## src/rtl/bitwise_seq.sv

```systemverilog
// -----------------------------------------------------------------------------
// bitwise_seq
//   Multi-byte sequencer for the 8-bit bitwise ALU slice. A wide operand pair
//   and op code are latched on accept, then streamed one byte per cycle
//   through the external combinational slice. Each byte's carry out is
//   chained into the next byte's carry in. The assembled wide result and the
//   final carry are held from the done pulse until the next accept.
//
// Parameters
//   NBYTES     operand width in bytes (>=2); wide width W = 8*NBYTES
//   MSB_FIRST  0: byte 0 processed first; 1: byte NBYTES-1 processed first
//
// Ports
//   clk         in   1   clock, rising edge
//   rst         in   1   asynchronous active-high reset
//   start       in   1   request; accepted only in IDLE or DONE
//   op          in   3   bitwise op code, latched on accept
//   cin_init    in   1   carry into first processed byte, latched on accept
//   a_in, b_in  in   W   wide operands, latched on accept
//   busy        out  1   high while bytes are being processed
//   done        out  1   one-cycle completion pulse
//   result      out  W   assembled slice results
//   cout_final  out  1   carry out of the last processed byte
//   alu_a/alu_b out  8   current byte of the latched operands
//   alu_op      out  3   latched op code
//   alu_cin     out  1   chained carry register
//   alu_q       in   8   slice result (combinational)
//   alu_cout    in   1   slice carry out (combinational)
// -----------------------------------------------------------------------------
module bitwise_seq #(
    parameter int NBYTES    = 4,
    parameter int MSB_FIRST = 0
) (
    input  logic                  clk,
    input  logic                  rst,
    input  logic                  start,
    input  logic [2:0]            op,
    input  logic                  cin_init,
    input  logic [8*NBYTES-1:0]   a_in,
    input  logic [8*NBYTES-1:0]   b_in,
    output logic                  busy,
    output logic                  done,
    output logic [8*NBYTES-1:0]   result,
    output logic                  cout_final,
    output logic [7:0]            alu_a,
    output logic [7:0]            alu_b,
    output logic [2:0]            alu_op,
    output logic                  alu_cin,
    input  logic [7:0]            alu_q,
    input  logic                  alu_cout
);

    localparam int W  = 8 * NBYTES;
    localparam int IW = $clog2(NBYTES);

    typedef enum logic [1:0] {
        S_IDLE = 2'd0,
        S_RUN  = 2'd1,
        S_DONE = 2'd2
    } state_t;

    state_t          r_state;
    state_t          w_next;
    logic [IW-1:0]   r_idx;
    logic [W-1:0]    r_a;
    logic [W-1:0]    r_b;
    logic [2:0]      r_op;
    logic            r_carry;
    logic [W-1:0]    r_result;
    logic            r_cout_final;

    logic [IW-1:0]   w_k;
    logic            w_last;
    logic            w_accept;

    // Physical byte lane addressed by the sequential index.
    assign w_k    = (MSB_FIRST != 0) ? (IW'(NBYTES - 1) - r_idx) : r_idx;
    assign w_last = (r_idx == IW'(NBYTES - 1));

    // ---------------- FSM state register ----------------
    always_ff @(posedge clk or posedge rst) begin
        if (rst) begin
            r_state <= S_IDLE;
        end else begin
            r_state <= w_next;
        end
    end

    // ---------------- FSM next state / outputs ----------------
    always_comb begin
        w_next   = r_state;
        busy     = 1'b0;
        done     = 1'b0;
        w_accept = 1'b0;
        case (r_state)
            S_IDLE: begin
                if (start) begin
                    w_accept = 1'b1;
                    w_next   = S_RUN;
                end
            end
            S_RUN: begin
                busy = 1'b1;
                if (w_last) begin
                    w_next = S_DONE;
                end
            end
            S_DONE: begin
                done = 1'b1;
                // Back-to-back: a start seen during DONE skips IDLE.
                if (start) begin
                    w_accept = 1'b1;
                    w_next   = S_RUN;
                end else begin
                    w_next = S_IDLE;
                end
            end
            default: begin
                w_next = S_IDLE;
            end
        endcase
    end

    // ---------------- Datapath ----------------
    always_ff @(posedge clk or posedge rst) begin
        if (rst) begin
            r_idx        <= '0;
            r_a          <= '0;
            r_b          <= '0;
            r_op         <= '0;
            r_carry      <= 1'b0;
            r_result     <= '0;
            r_cout_final <= 1'b0;
        end else if (w_accept) begin
            r_a     <= a_in;
            r_b     <= b_in;
            r_op    <= op;
            r_carry <= cin_init;
            r_idx   <= '0;
        end else if (r_state == S_RUN) begin
            r_result[{w_k, 3'b000} +: 8] <= alu_q;
            r_carry                      <= alu_cout;
            if (w_last) begin
                r_cout_final <= alu_cout;
            end else begin
                r_idx <= r_idx + 1'b1;
            end
        end
    end

    assign alu_a      = r_a[{w_k, 3'b000} +: 8];
    assign alu_b      = r_b[{w_k, 3'b000} +: 8];
    assign alu_op     = r_op;
    assign alu_cin    = r_carry;
    assign result     = r_result;
    assign cout_final = r_cout_final;

endmodule

```

## config.mk

```make
export PLATFORM = sky130hd
export DESIGN_NAME = bitwise_seq
export DESIGN_NICKNAME = d
export VERILOG_FILES = /design/src/rtl/bitwise_seq.sv
export SDC_FILE = /design/constraint.sdc
export NUM_CORES = 1
export LEC_CHECK = 0
export BUFFER_PORTS_ARGS = -buffer_cell sky130_fd_sc_hd__buf_2
export CORE_MARGIN = 5
export CORE_UTILIZATION = 55
export DETAILED_ROUTE_END_ITERATION = 16
export GPL_ROUTABILITY_DRIVEN = 0
export HOLD_SLACK_MARGIN = 0.05
export PLACE_DENSITY = 0.85
export RECOVER_POWER = 100
export SLEW_MARGIN = 20
export SYNTH_ARGS = -nofsm -noshare
export SYNTH_HDL_FRONTEND = slang
export SYNTH_SLANG_ARGS = --single-unit
```

## constraint.sdc

```tcl
create_clock -name clk -period 6.8 [get_ports clk]
set_clock_uncertainty 0.15 [all_clocks]
set_input_delay 1.02 -clock clk [delete_from_list [all_inputs] [get_ports clk]]
set_output_delay 1.02 -clock clk [all_outputs]
set_load 0.1 [all_outputs]
```

==> summary.md <==
| Metric | Value |
|---|---|
| GRT Total Usage | 0.215 |
| Gr ovfl total | 0 |
| Register bit total from synthesis | between 100 and 150 |
| Synth area leaders | dfrtp_1 59%, nand2_1 19%, mux4_2 8.1%, a22o_1 4.7%, ha_1 1.4% |
| Worst-path clk slew | 0.09 ns |
| Cell taking the most area after synthesis | dfrtp_1 |
| WL final | a little over 10000 um |
| Yosys warnings | 0 |
| HP Start | result[10] |
| Die width | between 90 and 100 um |
| Final period utilization | 0.625 |
| Vias in the first global route | around 3500 |
| Hold Vio Cnt, Final | 0 |
| Die area | roughly 10000 sq um |
| Routed wire per std cell | 15.7 um |
| GRT met3 Usage | 0.0466 |
| Deepest clock path buffer count | 2 |
| Post-CTS sizing | 0 |
| FF-to-FF setup slack | 2.77 ns |
| Final Cell Area | 5260 sq um |
| Hold Path Depth | 2 |
| Placed Cells | roughly 650 |
| Hold Path Class | flop to flop |
| Ratio of cells with drive above 1 in the final layout | 0.207 |
| Critical R2R Capture | result[17] |
| Hold Path Sink | result[10] |
| Mean Syn Cell Area | approximately 10 sq um |
| Hold WS | between 0.3 and 0.4 ns |
| Cell Rows | 32 |
| Fillers | between 600 and 700 |
| Die Height | between 90 and 100 um |
| Pre-Repair DR Iteration Count | 4 |
| Setup TNS | 0 ns |
| Synth top area share | 0.591 |
| Netlist cell types | 25 |
| Dominant synthesized flop cell | dfrtp_1 |
| Sequential share of the synthesized area | 0.591 |
| Placement-stage cell area | 5190 sq um |
| Slew @ Worst Pin | 2.27 ns |
| Setup Viol. Count Final | 0 |
| Reg2reg start | r_idx[0] |
| Initial antenna violation count | 0 |
| Pin count of the biggest net entering global routing | 58 |
| Synthesized net count | a little over 500 |
| Clock latency on the worst-skew pair | roughly 0.35 ns |
| Layout area overhead | 18.3% |
| CP startpoint kind | flop |
| Rel. slew slack | -0.511 |
| Htree depth | 3 |
| Drc violations | 0 |
| Worst Path Arrival | 3.08 ns |
| Gr busiest metal | met2 |
| Hold buffers post-CTS | 0 |
| Worst Path Class, Setup | flop to output port |
| Met2 Use GR | 0.342 |
| Post-Syn Instances | 428 |
| Fin cells | around 660 |
| Clk sinks | between 100 and 150 |
| DR vias | around 3400 |
| Total core area | 7810 sq um |
| Worst r2r path cells | 6 |
| Violated checks | capacitance limit, slew limit |
| Maximum net fanout on the critical path | 13 |
| TritonCTS buffer count | 9 |
| I/O Pins | between 100 and 150 |
| Global-route wire length before repair | roughly 17000 um |
| PortBufs | 134 |
| CTS tree | yes |
| Crit path launch | r_idx[0] |
| Starting density of the core | 0.569 |
| Status | finished with violations |
| ANT nets after route | 0 |
| Root Buffer | clkbuf_8 |
| Min Tclk post-route | approximately 4.2 ns |
| Post-synth EDFFs | 0 |
| Total inserted antenna cells | 0 |
| Vias per cell | approximately 5.2 |
| FFs w/ async S/R, synth | 1.00 |
| RSZ-0062 raised after global routing | false |
| GR Util met1 | 0.301 |
| Nets@finish | 640 |
| Max Freq | 235 MHz |
| Crit. End Element | output port |
| Setup bufs post-CTS | 0 |
| Initial DRC count | about 170 |
| Dpl hpwl | about 7600 um |
| Mapped cell area | about 4400 sq um |
| Max cap viols | 3 |
| Final slew viol count | around 150 |
| Critical path data required time | approximately 5.6 ns |
-- sequential cells by signal, indices dropped and copies added (netlist names) --
name        count
r_idx           2
result         32
r_state         2
cout_final      1
r_a            32
r_b            32
alu_op          3
alu_cin         1
-- kinds of logic (layout without fill, tap and decap cells) --
logic type,Yosys count,after routing,share of synthesized area
adder cells (fa/ha/maj),5,5,0.0141
flip-flops,105,105,0.591
multiplexers,18,18,0.0859
AO/OA/AOI/OAI,35,35,0.0608
AND/OR/NAND/NOR,238,238,0.222
buffers and inverters,27,159,0.0256
-- cell usage in the layout, fill, tap and decap left out, types with 2 or more instances in the layout --
cell,n
nor4_1,2
inv_2,3
ha_1,5
dfrtp_1,105
nor2b_1,2
o21ai_0,8
clkbuf_8,11
nand2_1,224
nand2b_1,3
buf_2,78
clkbuf_1,60
a22o_1,24
mux4_2,16
-- per-stage QoR --
stage | utilization | worst slack, ns
after detailed placement | 0.665 | 3.59
after CTS | 0.691 | 3.21
after floorplan | - | 2.87
after global placement | 0.665 | 3.64
after global routing | 0.673 | 2.29
final | 0.673 | 2.55
-- cell type report --
cell class / instances / area (sq um) / share of cell area
Sequential cell: 105 / 2630 / 0.500
Clock inverter: 4 / 51.3 / 0.00976
Timing Repair Buffer: 138 / 619 / 0.118
Tap cell: 102 / 128 / 0.0243
Clock buffer: 12 / 155 / 0.0295
Multi-Input combinational cell: 296 / 1660 / 0.315
Inverter: 5 / 20.0 / 0.00381
-- routing by layer --
metal / vias to the layer above / share of wire
li1: 1647 / -
met1: 1657 / 0.42
met2: 137 / 0.49
met3: 8 / 0.081
met4: 0 / 0.0090
met5: - / 0
-- cell usage after synthesis (2+ instances only) --
cell type,n
ha_1,5
buf_4,2
o21ai_1,9
dfrtp_1,105
inv_2,4
nand2b_1,3
nor2b_1,2
a22o_1,24
mux4_2,16
buf_2,4
clkbuf_1,16
nor4_4,2
nand2_1,224
-- worst max-delay path by stage --
stage          endpoint  slack (ns)  depth (start not counted)
6_report       alu_a[6]        2.55                          3
5_1_grt        alu_a[6]        2.29                          3
4_1_cts        alu_a[6]        3.21                          3
3_5_place_dp   alu_a[6]        3.59                          3
3_3_place_gp   alu_b[4]        3.64                          3
2_1_floorplan   alu_cin        2.87                          1
-- critical path, cell delays in order, from the launching register on --
cell	delay, ns
dfrtp_1	0.79
clkbuf_1	0.69
mux4_2	0.38
clkbuf_1	0.87
Power is not shown: default switching activity piles up to over one toggle a cycle in this logic, so the estimate is an artifact.
